### src/rtl/fast_pwm_pkg.sv
// Shared defaults for the single-slope fast PWM block.
package fast_pwm_pkg;
  localparam int unsigned PWM_WIDTH = 32;
endpackage

### src/rtl/pwm_compare_channel.sv
// One PWM channel: shadowed compare value plus a registered comparator.
// The output reflects the counter value of the previous cycle.
module pwm_compare_channel
  import fast_pwm_pkg::*;
#(
  parameter int unsigned WIDTH = PWM_WIDTH
) (
  input  logic             clk_i,
  input  logic             rst_n_i,
  input  logic             load_i,
  input  logic [WIDTH-1:0] cmp_i,
  input  logic [WIDTH-1:0] cnt_i,
  output logic             pwm_o
);

  logic [WIDTH-1:0] cmp_q, cmp_d;
  logic             pwm_q, pwm_d;

  // Reset also loads the shadow so the first period after release uses the live input.
  always_comb begin
    cmp_d = cmp_q;
    if (!rst_n_i || load_i) begin
      cmp_d = cmp_i;
    end
    pwm_d = rst_n_i && (cnt_i < cmp_q);
  end

  always_ff @(posedge clk_i) begin
    cmp_q <= cmp_d;
    pwm_q <= pwm_d;
  end

  assign pwm_o = pwm_q;

endmodule

### src/rtl/fast_pwm.sv
// Single-slope fast PWM: counter 0..top_s, two compare channels, shadows reloaded at wrap.
// Outputs are registered and lag the counter by one cycle.
module fast_pwm
  import fast_pwm_pkg::*;
#(
  parameter int unsigned WIDTH = PWM_WIDTH
) (
  input  logic             clk,
  input  logic             reset,
  input  logic [WIDTH-1:0] timer_top,
  input  logic [WIDTH-1:0] pwm_cnta,
  input  logic [WIDTH-1:0] pwm_cntb,
  output logic             pwm_outa,
  output logic             pwm_outb
);

  logic [WIDTH-1:0] cnt_q, cnt_d;
  logic [WIDTH-1:0] top_q, top_d;
  logic             wrap;

  // Wrapping on equality with top_q keeps cnt_q + 1 within range, so no 2^WIDTH rollover.
  assign wrap = (cnt_q == top_q);

  always_comb begin
    cnt_d = wrap ? '0 : cnt_q + WIDTH'(1);
    top_d = top_q;
    if (!reset) begin
      cnt_d = '0;
      top_d = timer_top;
    end else if (wrap) begin
      top_d = timer_top;
    end
  end

  always_ff @(posedge clk) begin
    cnt_q <= cnt_d;
    top_q <= top_d;
  end

  pwm_compare_channel #(.WIDTH(WIDTH)) u_chan_a (
    .clk_i   (clk),
    .rst_n_i (reset),
    .load_i  (wrap),
    .cmp_i   (pwm_cnta),
    .cnt_i   (cnt_q),
    .pwm_o   (pwm_outa)
  );

  pwm_compare_channel #(.WIDTH(WIDTH)) u_chan_b (
    .clk_i   (clk),
    .rst_n_i (reset),
    .load_i  (wrap),
    .cmp_i   (pwm_cntb),
    .cnt_i   (cnt_q),
    .pwm_o   (pwm_outb)
  );

endmodule

### config.mk
export PLATFORM = sky130hd
export DESIGN_NAME = fast_pwm
export DESIGN_NICKNAME = d
export VERILOG_FILES = /design/src/rtl/fast_pwm_pkg.sv /design/src/rtl/pwm_compare_channel.sv /design/src/rtl/fast_pwm.sv
export SDC_FILE = /design/constraint.sdc
export NUM_CORES = 1
export LEC_CHECK = 0
export CAP_MARGIN = 20
export CORE_ASPECT_RATIO = 0.8
export CORE_MARGIN = 10
export CORE_UTILIZATION = 40
export CTS_BUF_LIST = sky130_fd_sc_hd__clkbuf_8
export DETAILED_ROUTE_END_ITERATION = 7
export MAX_ROUTING_LAYER = met4
export SYNTH_ARGS = -nofsm -noshare
export SYNTH_HDL_FRONTEND = slang
export SYNTH_SLANG_ARGS = --single-unit
### constraint.sdc
create_clock -name clk -period 9.9 [get_ports clk]
set_clock_uncertainty 0.15 [all_clocks]
set_input_delay 1.485 -clock clk [delete_from_list [all_inputs] [get_ports clk]]
set_output_delay 1.485 -clock clk [all_outputs]
set_load 0.01 [all_outputs]
==> impl_metrics.csv <==
group,metric,value,unit
timing,report.final.slew_viol_count,0,
critical_path,start_kind,"flop",
timing,setup_viol_count_final,0,
clock_tree,cts_inserted_buffers,17,
synthesis,netlist_top_cells_area,"edfxtp_1 46%, ha_1 13%, dfxtp_1 11%, xor2_1 6.7%, inv_1 4.0%",
placement,placed_area,7502,sq um
critical_path,worstPathArrival,3.67,ns
finish,final_cells,868,
synthesis,yosysSeqAreaShare,57.05,%
timing,slew_headroom,31.15,%
drt,drtIter0Drc,229,
power,p_per_area,157.6,nW/um^2
critical_path,rrSetupSlack,6.13,ns
finish,fillers,1342,
synthesis,synth_area,6246,sq um
flow_run,drv_cap,0,
drt,via_per_inst,4.816,
grt,grt_max_degree,77,
clock_tree,clockRootBuffer,"clkbuf_8",
finish,syn2layout_area_growth,28.13,%
synthesis,ys_types,36,
grt,grtUsageTotal,14.04,%
critical_path,critPathMaxFanout,76,
drt,route.detailed.drc,0,
synthesis,syn_area_per_cell,11.78,sq um
timing,tightest_slew,1.023,ns
critical_path,reg2reg_from,"cnt_q[8]$_SDFF_PP0_",
drt,dr.pass1.iters,5,
die,start_util,41.19,%
drt,vias,4180,
finish,seq_area,3563,sq um
synthesis,syn_nets,691,
drt,ant_nets,0,
finish,final_common_cell,"clkdlybuf4s50_1",
clock_tree,cts_tree,"done",
clock_tree,cts_resized,0,
clock_tree,cts_setup_buffers,0,
grt,antenna_found_initial,0,
synthesis,yosysTopAreaCell,"edfxtp_1",
finish,fin_util,52.77,%
synthesis,netlist_instances,530,
clock_tree,cts.sinks,130,
clock_tree,max-clock-path-buffers,2,
synthesis,synth-seq-cells,130,
timing,rsz0062_at_grt,"false",
finish,multiInputGateArea,2419,sq um
timing,post-route-period-util,38.05,%
die,die_w,159.7,um
synthesis,synth_top_cell_area_share,46.15,%
critical_path,r2r_end,"u_chan_a.cmp_q[29]$_DFFE_PP_",
power,peakVddDrop,0.1128,mV
power,p_leak,0.003383,uW
critical_path,ff2ff_path_depth,6,
critical_path,end_kind,"flop",
timing,hold_viol,0,
clock_tree,clk_pin_slew,0.08,ns
drt,detail_route.wl_per_cell,16.27,um
finish,n_antenna_cell,0,
grt,grt_pass1_wl,22.60,mm
finish,stdcell_area,8003,sq um
grt,grt.overflow.total,0,
hold_path,whs_path_depth,2,
finish,layout.nets,806,
timing,fin_setup_tns,0,ns
placement,io_buffer_count,99,
run_status,status,"completed",
die,placeableCoreArea,15160,sq um
finish,drive_gt1_share,6.535,%
die,core.rowCount,40,
placement,gp_congestion,0.7895,
critical_path,crit_required,9.80,ns
timing,fin_crit,3.767,ns
placement,hpwl,10.73,mm
clock_tree,cts_hold_buf,0,
die,io_pins,100,
synthesis,yosysWarnings,0,
hold_path,min_to,"cnt_q[31]$_SDFF_PP0_",
grt,grt_pass1_vias,4406,
timing,holdWs,0.4110,ns
clock_tree,htree_levels,4,
drt,routed_wl,14.12,mm
die,die_area,21040,sq um
hold_path,hold_path_class,"flop to flop",
critical_path,worst-setup-path-type,"flop to flop",
die,die_h,131.8,um
placement,dp_cells,836,
finish,layout_common_cells,"99 x clkdlybuf4s50_1, 96 x edfxtp_1, 67 x inv_1",
hold_path,holdCritStartpoint,"cnt_q[31]$_SDFF_PP0_",
clock_tree,clock_latency,0.43,ns
timing,clock.fmax,265.4,MHz
[registers in the layout (all words and copies together), names as in the netlist]
register / cells
u_chan_a.cmp_q: 32
cnt_q: 32
u_chan_b.cmp_q: 32
u_chan_a.pwm_o: 1
u_chan_b.pwm_o: 1
top_q: 32
[area by class of cell]
class / instances / share of cell area (%)
clock inverters: 12 / 2.814
well taps: 210 / 3.283
clock buffers: 20 / 3.440
multi-input cells: 328 / 30.22
inverters: 67 / 3.143
flip-flops and latches: 130 / 44.53
repair buffers: 101 / 12.57
[synth_stat cells]
cell type and number:
inv_1 67, nor2b_1 3, nor4_1 9, clkbuf_1 1, nand4_1 18, nand3_2 1, buf_2 4, and3_1 4
nand2_1 34, ha_1 63, a21o_1 2, o21ai_0 17, and4_1 5, xnor2_1 12, and3_2 1, or4bb_1 1
o31ai_1 1, nor4_4 1, a21oi_1 24, dfxtp_1 34, edfxtp_1 96, nand2b_1 1, xor2_1 48, o21ai_1 1
nand3_1 7, nand4b_1 1, a211oi_1 7, nor2_2 1, nor3_1 4, or3_1 4, nor3_4 1, or4_4 1
nand4_2 2, nor2_1 50, and2_1 1, a221oi_1 3
[how the worst max path moves through the flow]
stage	end	slack (ns)	cells past startpoint	from
after CTS	u_chan_a.cmp_q[25]$_DFFE_PP_	6.10	6	cnt_q[8]$_SDFF_PP0_
after global routing	u_chan_a.cmp_q[29]$_DFFE_PP_	5.89	6	cnt_q[8]$_SDFF_PP0_
after global placement	u_chan_a.cmp_q[25]$_DFFE_PP_	5.82	4	reset
final	u_chan_a.cmp_q[29]$_DFFE_PP_	6.13	6	cnt_q[8]$_SDFF_PP0_
after floorplan	top_q[0]$_DFFE_PP_	6.40	2	reset
after detailed placement	u_chan_a.cmp_q[25]$_DFFE_PP_	5.70	4	reset
[worst max-delay path: stages, from the launching register on]
cell and delay, ns:
dfxtp_1 0.51, xor2_1 0.11, nor4_1 0.36, nand4_1 0.28, o21ai_4 0.62, buf_4 0.49, buf_4 0.78
[stage by stage]
| step | total power, uW | setup WS, ns |
|---|---|---|
| after CTS | 1275 | 6.101 |
| after floorplan | 663.0 | 6.401 |
| final | 1261 | 6.133 |
| after detailed placement | 718.4 | 5.700 |
| after global routing | 1307 | 5.888 |
| after global placement | 715.2 | 5.817 |
[routing by layer]
metal  wire length, um  vias up  track usage, %
li1                  -     2100               -
met1              6953     1971           18.21
met2              6376      100           20.92
met3               624        9           3.901
met4               167        0           4.214
met5                 0        -               -
[kinds of logic (layout without fill, tap and decap cells)]
| logic type | count (synthesis) | in the layout | share of synthesized area [%] |
|---|---|---|---|
| compound gates | 55 | 55 | 4.988 |
| xor+xnor | 60 | 60 | 8.413 |
| fa+ha+maj | 63 | 63 | 12.62 |
| buf+inv | 72 | 200 | 4.407 |
| flops | 130 | 130 | 57.05 |
| simple gates | 150 | 150 | 12.52 |
[where the power goes]
part / internal [uW] / switching (uW) / leakage [uW]
logic: 48.7 / 36.4 / 0.00193
clock network: 346 / 209 / 0.000242
registers: 611 / 9.76 / 0.00121
total: 1010 / 256 / 0.00338
Note: power is estimated with default switching activity, not from simulation.
